--- src/rtl/mac_pkg.sv ---
// Shared definitions for the multi-lane MAC engine: FSM encoding,
// saturation limits/clamp and the lane packing helper.
package mac_pkg;

  typedef enum logic [1:0] {ST_ACC, ST_DRAIN, ST_OUT} state_e;

  // Clamp arithmetic is done at a fixed wide width so one function serves any ACC_W/OUT_W <= 64.
  localparam int SAT_W = 64;

  typedef struct packed {
    logic             sat;
    logic [SAT_W-1:0] data;
  } sat_t;

  function automatic logic signed [SAT_W-1:0] sat_max(input int out_w);
    return (64'sd1 <<< (out_w - 1)) - 64'sd1;
  endfunction

  function automatic logic signed [SAT_W-1:0] sat_min(input int out_w);
    return -(64'sd1 <<< (out_w - 1));
  endfunction

  function automatic sat_t sat_clamp(input logic signed [SAT_W-1:0] acc, input int out_w);
    sat_t r;
    r.sat  = 1'b0;
    r.data = acc;
    if (acc > sat_max(out_w)) begin
      r.sat  = 1'b1;
      r.data = sat_max(out_w);
    end else if (acc < sat_min(out_w)) begin
      r.sat  = 1'b1;
      r.data = sat_min(out_w);
    end
    return r;
  endfunction

  // LSB of lane i inside a packed operand vector.
  function automatic int lane_lsb(input int lane, input int width);
    return lane * width;
  endfunction

endpackage

--- src/rtl/mac_vec_acc_if.sv ---
// Operand stream in, saturated dot-product result out, both valid/ready.
interface mac_vec_acc_if #(
  parameter int WIDTH = 8,
  parameter int LANES = 4,
  parameter int OUT_W = 2*WIDTH
);
  logic                   in_valid;
  logic                   in_ready;
  logic                   in_last;
  logic [LANES*WIDTH-1:0] w_vec;
  logic [LANES*WIDTH-1:0] x_vec;
  logic                   out_valid;
  logic                   out_ready;
  logic [OUT_W-1:0]       out_data;
  logic                   out_sat;

  modport slave (
    input  in_valid, in_last, w_vec, x_vec, out_ready,
    output in_ready, out_valid, out_data, out_sat
  );

  modport master (
    output in_valid, in_last, w_vec, x_vec, out_ready,
    input  in_ready, out_valid, out_data, out_sat
  );
endinterface

--- src/rtl/mac_lane.sv ---
// One registered signed WIDTH x WIDTH multiplier lane.
module mac_lane
  import mac_pkg::*;
#(
  parameter int WIDTH = 8
) (
  input  logic               clk,
  input  logic               rst,
  input  logic               en_i,
  input  logic [WIDTH-1:0]   w_i,
  input  logic [WIDTH-1:0]   x_i,
  output logic [2*WIDTH-1:0] prod_o
);
  logic signed [2*WIDTH-1:0] prod_q;

  always_ff @(posedge clk or posedge rst) begin
    if (rst)       prod_q <= '0;
    else if (en_i) prod_q <= $signed(w_i) * $signed(x_i);
  end

  assign prod_o = prod_q;
endmodule

--- src/rtl/mac_vec_acc.sv ---
// Multi-lane signed MAC: lane multipliers -> adder tree -> accumulator,
// with an ACC/DRAIN/OUT FSM presenting a saturated result per vector.
module mac_vec_acc
  import mac_pkg::*;
#(
  parameter int WIDTH = 8,
  parameter int LANES = 4,
  parameter int ACC_W = 2*WIDTH + 8,
  parameter int OUT_W = 2*WIDTH
) (
  input  logic          clk,
  input  logic          rst,
  mac_vec_acc_if.slave  bus
);
  state_e state_q, state_d;

  logic [LANES-1:0][2*WIDTH-1:0] prod;
  logic [1:0]                    vld_pipe_q, last_pipe_q;
  logic signed [ACC_W-1:0]       lane_sum, acc_q, acc_d;
  logic                          first_q, first_d;
  logic [OUT_W-1:0]              out_data_q, out_data_d;
  logic                          out_sat_q, out_sat_d;
  logic                          accept, out_hs, capture;
  sat_t                          sat_res;
  logic                          unused_sat_hi;

  assign bus.in_ready  = (state_q == ST_ACC) & ~rst;
  assign bus.out_valid = (state_q == ST_OUT);
  assign bus.out_data  = out_data_q;
  assign bus.out_sat   = out_sat_q;

  assign accept = bus.in_valid & bus.in_ready;
  assign out_hs = bus.out_valid & bus.out_ready;

  for (genvar i = 0; i < LANES; i++) begin : g_lane
    mac_lane #(.WIDTH(WIDTH)) u_lane (
      .clk    (clk),
      .rst    (rst),
      .en_i   (accept),
      .w_i    (bus.w_vec[lane_lsb(i, WIDTH) +: WIDTH]),
      .x_i    (bus.x_vec[lane_lsb(i, WIDTH) +: WIDTH]),
      .prod_o (prod[i])
    );
  end

  // [0]: products registered, [1]: beat folded into acc.
  always_ff @(posedge clk or posedge rst) begin
    if (rst) begin
      vld_pipe_q  <= '0;
      last_pipe_q <= '0;
    end else begin
      vld_pipe_q  <= {vld_pipe_q[0], accept};
      last_pipe_q <= {last_pipe_q[0] & vld_pipe_q[0], accept & bus.in_last};
    end
  end

  always_comb begin
    lane_sum = '0;
    for (int i = 0; i < LANES; i++)
      lane_sum = lane_sum + ACC_W'($signed(prod[i]));
  end

  always_comb begin
    acc_d   = acc_q;
    first_d = first_q;
    if (vld_pipe_q[0]) begin
      acc_d   = first_q ? lane_sum : acc_q + lane_sum;
      first_d = 1'b0;
    end
    if (out_hs) first_d = 1'b1;
  end

  always_comb begin
    state_d = state_q;
    capture = 1'b0;
    case (state_q)
      ST_ACC:   if (accept && bus.in_last) state_d = ST_DRAIN;
      ST_DRAIN: if (vld_pipe_q[1] && last_pipe_q[1]) begin
                  state_d = ST_OUT;
                  capture = 1'b1;
                end
      ST_OUT:   if (bus.out_ready) state_d = ST_ACC;
      default:  state_d = ST_ACC;
    endcase
  end

  assign sat_res       = sat_clamp(SAT_W'(acc_q), OUT_W);
  assign unused_sat_hi = ^sat_res.data[SAT_W-1:OUT_W];

  always_comb begin
    out_data_d = out_data_q;
    out_sat_d  = out_sat_q;
    if (capture) begin
      out_data_d = sat_res.data[OUT_W-1:0];
      out_sat_d  = sat_res.sat;
    end
  end

  always_ff @(posedge clk or posedge rst) begin
    if (rst) begin
      state_q    <= ST_ACC;
      acc_q      <= '0;
      first_q    <= 1'b1;
      out_data_q <= '0;
      out_sat_q  <= 1'b0;
    end else begin
      state_q    <= state_d;
      acc_q      <= acc_d;
      first_q    <= first_d;
      out_data_q <= out_data_d;
      out_sat_q  <= out_sat_d;
    end
  end
endmodule

--- src/flat_wrapper.sv ---
// flat-port wrapper written by rule: the top's interface ports become plain ports
module mac_vec_acc_flat import mac_pkg::*;
#(
  parameter int WIDTH = 8,
  parameter int LANES = 4,
  parameter int ACC_W = 2*WIDTH + 8,
  parameter int OUT_W = 2*WIDTH
)
  (clk, rst, bus_in_valid, bus_in_last, bus_w_vec, bus_x_vec, bus_out_ready, bus_in_ready, bus_out_valid, bus_out_data, bus_out_sat);
  mac_vec_acc_if #(.WIDTH(WIDTH), .LANES(LANES), .OUT_W(OUT_W)) bus_i ();
  input  logic clk;
  input  logic rst;
  input wire logic [$bits(bus_i.in_valid)-1:0] bus_in_valid;
  input wire logic [$bits(bus_i.in_last)-1:0] bus_in_last;
  input wire logic [$bits(bus_i.w_vec)-1:0] bus_w_vec;
  input wire logic [$bits(bus_i.x_vec)-1:0] bus_x_vec;
  input wire logic [$bits(bus_i.out_ready)-1:0] bus_out_ready;
  output wire logic [$bits(bus_i.in_ready)-1:0] bus_in_ready;
  output wire logic [$bits(bus_i.out_valid)-1:0] bus_out_valid;
  output wire logic [$bits(bus_i.out_data)-1:0] bus_out_data;
  output wire logic [$bits(bus_i.out_sat)-1:0] bus_out_sat;
  assign bus_i.in_valid = bus_in_valid;
  assign bus_i.in_last = bus_in_last;
  assign bus_i.w_vec = bus_w_vec;
  assign bus_i.x_vec = bus_x_vec;
  assign bus_i.out_ready = bus_out_ready;
  assign bus_in_ready = bus_i.in_ready;
  assign bus_out_valid = bus_i.out_valid;
  assign bus_out_data = bus_i.out_data;
  assign bus_out_sat = bus_i.out_sat;
  mac_vec_acc #(.WIDTH(WIDTH), .LANES(LANES), .ACC_W(ACC_W), .OUT_W(OUT_W)) u_core (.clk(clk), .rst(rst), .bus(bus_i));
endmodule
--- config.mk ---
export PLATFORM = sky130hd
export DESIGN_NAME = mac_vec_acc_flat
export DESIGN_NICKNAME = d
export VERILOG_FILES = /design/src/rtl/mac_pkg.sv /design/src/rtl/mac_vec_acc_if.sv /design/src/rtl/mac_lane.sv /design/src/rtl/mac_vec_acc.sv /design/src/flat_wrapper.sv
export SDC_FILE = /design/constraint.sdc
export NUM_CORES = 1
export LEC_CHECK = 0
export ABC_AREA = 1
export CELL_PAD_IN_SITES_DETAIL_PLACEMENT = 1
export CELL_PAD_IN_SITES_GLOBAL_PLACEMENT = 1
export CORE_ASPECT_RATIO = 1.5
export CORE_MARGIN = 5
export CORE_UTILIZATION = 51
export CTS_BUF_LIST = sky130_fd_sc_hd__clkbuf_16
export DETAILED_ROUTE_END_ITERATION = 12
export GPL_ROUTABILITY_DRIVEN = 0
export PLACE_DENSITY = 0.88
export SYNTH_ARGS = -nofsm -noshare
export SYNTH_HDL_FRONTEND = slang
export SYNTH_SLANG_ARGS = --single-unit
--- constraint.sdc ---
create_clock -name clk -period 10.4 [get_ports clk]
set_input_delay 2.6 -clock clk [delete_from_list [all_inputs] [get_ports clk]]
set_output_delay 2.6 -clock clk [all_outputs]
set_load 0.05 [all_outputs]
==> impl_metrics.json <==
{
  "htree_levels": 3,
  "routed_wirelength_mm": 52.7,
  "clock_path_buffers": 2,
  "via_count": 16100,
  "syn-cell-area_mm2": 0.0183,
  "drc": 0,
  "maxCapViolCount": 0,
  "syn_nets": 2967,
  "grt_first_pass_wirelength_mm": 89.7,
  "cts.repair.resized": 0,
  "cts_setup_buffers": 0,
  "synth.most_common_cell": "nand2_1",
  "postCtsHoldBufs": 0,
  "io_pins": 88,
  "cp-start-kind": "input port",
  "synth_top_area_share_pct": 26.1,
  "hp-class": "reg -> reg",
  "drv_slew": 0,
  "finalSetupTns_ns": 0,
  "drive_gt1_share_pct": 3.12,
  "synth_seq_area_share_pct": 15.3,
  "cts-root-buf": "clkbuf_16",
  "max_freq_mhz": 142,
  "area.growth.synth_to_final_pct": 7.97,
  "ys_warn_count": 0,
  "clock_latency_ns": 0.38,
  "num_antenna_cells": 0,
  "tritoncts": "yes",
  "fin_skew_ns": 0.0152,
  "core-area_mm2": 0.0357,
  "ys.flop_type": "dfrtp_1",
  "cts-buffers-inserted": 9,
  "netlist_instances": 2480,
  "setup_viol": 0,
  "die_x_um": 165,
  "fp.dieArea_mm2": 0.0399,
  "synth_seq_cells": 112,
  "synth_edf_count": 0,
  "drt_iter0_drc": 640,
  "worst-path-max-fanout": 8,
  "cp-end-kind": "flop",
  "drtPass1Iterations": 5,
  "synth_cell_types": 49,
  "grt_pass1_vias": 19000,
  "grt_setup_unrepaired": "false",
  "overflow": 0,
  "clk_pin_slew_worst_paths_ns": 0.09,
  "fillers": 4644,
  "ant_nets": 0,
  "via_per_inst": 5.40,
  "hold_violations": 0,
  "synth_top_area_cell": "fa_1",
  "slew_headroom_pct": 36.2,
  "wl_per_cell_um": 17.7,
  "nets": 2984,
  "tightestPinTransition_ns": 0.952,
  "initial_core_util_pct": 51.3,
  "yosys-top-cells-area": "fa_1, dfrtp_1, nand2_1, ha_1, inv_1",
  "yosys-top-cells-count": "nand2_1, inv_1, fa_1, ha_1, dfrtp_1",
  "async_flop_share_pct": 100,
  "status": "complete, no violations",
  "arrival_ns": 7.30,
  "rows": 85,
  "port_buffers": 87,
  "syn_avg_cell_area_um2": 7.40,
  "grt.total_usage_pct": 27.8,
  "hpwlAfterDp_mm": 45.6,
  "antenna_found_initial": 0,
  "required_ns": 10.68,
  "period_minus_slack_ns": 7.02,
  "crit_type": "in -> reg",
  "cts_num_sinks": 112,
  "grt_max_degree": 85,
  "finalCritPeriodShare_pct": 67.5,
  "die_y_um": 242
}
[final timing paths]
kind / startpoint / endpoint / slack [ns] / cells after the start
min reg2reg: u_core.last_pipe_q[0]$_DFF_PP0_ / u_core.last_pipe_q[1]$_DFF_PP0_ / 0.45 / 2
max reg2reg: u_core.g_lane[1].u_lane.prod_o[1]$_DFFE_PP0P_ / u_core.acc_q[19]$_DFFE_PP0P_ / 4.47 / 32
max: bus_x_vec[24] / u_core.g_lane[3].u_lane.prod_o[12]$_DFFE_PP0P_ / 3.38 / 20
min in group asynchronous: rst / u_core.bus.out_data[12]$_DFFE_PP0P_ / 2.80 / 2
min: u_core.last_pipe_q[0]$_DFF_PP0_ / u_core.last_pipe_q[1]$_DFF_PP0_ / 0.45 / 2
max in group asynchronous: rst / u_core.acc_q[12]$_DFFE_PP0P_ / 6.41 / 3
[layout by cell type (no fill, tap or decap), types with 3 or more instances in the layout]
master and instances:
nand2_2 8, inv_1 555, buf_4 5, fa_1 239, o211ai_1 4, xor2_1 34
a21o_1 4, nor3_1 16, nor4_1 3, nand4_1 27, nand2_1 679, a21oi_2 4
nand3b_1 7, o21a_1 4, or2_2 31, o21bai_1 8, clkbuf_16 9, clkdlybuf4s50_1 87
a31oi_1 7, nor2_1 100, dfrtp_1 111, o31ai_1 4, ha_1 179, o21ai_0 107
nand3_1 99, xnor2_1 35, and2_1 4, a21oi_1 97
[stage by stage]
| step | utilization, % | instances | worst slack (ns) | cell area [µm²] | hold WS [ns] |
|---|---|---|---|---|---|
| global placement | 54.6 | 2964 | 3.34 | 19500 | 0.427 |
| finish | 55.4 | 2980 | 3.38 | 19800 | 0.448 |
| global route | 55.4 | 2980 | 3.10 | 19800 | 0.461 |
| floorplan | - | 2480 | 4.06 | 18300 | 0.352 |
| CTS | 55.4 | 2980 | 3.46 | 19800 | 0.457 |
| detailed placement | 54.6 | 2964 | 3.06 | 19500 | 0.437 |
[layout make-up]
class                      instances  area, µm²  share of cell area [%]
inverter                         559       2100                    10.6
multi-input combinational       1723      13100                    66.2
clock inverter                     7       62.6                   0.316
sequential                       112       2800                    14.2
clock buffer                       9        225                    1.14
tap                              478        598                    3.02
timing repair buffer              92        908                    4.59
[critical path, stage by stage]
cell and delay (ns):
clkdlybuf4s50_1 0.59, nand2_1 0.19, inv_1 0.10, fa_1 0.50
inv_1 0.06, fa_1 0.49, inv_1 0.06, fa_1 0.54
inv_1 0.06, fa_1 0.50, inv_1 0.05, ha_1 0.35
a21oi_1 0.24, nand2_1 0.14, a21oi_1 0.19, nor2_1 0.08
o21ai_0 0.26, nand3_1 0.12, nand3_1 0.10, nand2_1 0.06
[state kept, by name, indices dropped and copies added (netlist names)]
name	cells
u_core.g_lane.u_lane.prod_o	64
u_core.acc_q	24
u_core.bus.out_data	16
u_core.last_pipe_q	2
u_core.state_q	2
u_core.vld_pipe_q	2
u_core.bus.out_sat	1
u_core.first_q	1
[cells by family (layout without fill, tap and decap cells)]
logic type,Yosys count,in the layout,synth area share (%)
buf+inv,645,667,13.3
fa+ha+maj,418,418,38.3
simple gates,983,983,22.2
flops,112,112,15.3
compound gates,252,252,7.54
xor+xnor,70,70,3.38
[routing by layer]
layer	up-vias	part of all wire, %	global-route usage, %
met2	293	57	55.2
met3	187	1.8	2.04
li1	7517	-	-
met1	8092	34	27.6
met4	0	6.3	14.8
met5	-	0	0
Power is left out: the tool's default activity adds up to more than one toggle a clock period on the data nets, which glitch-free logic cannot reach.
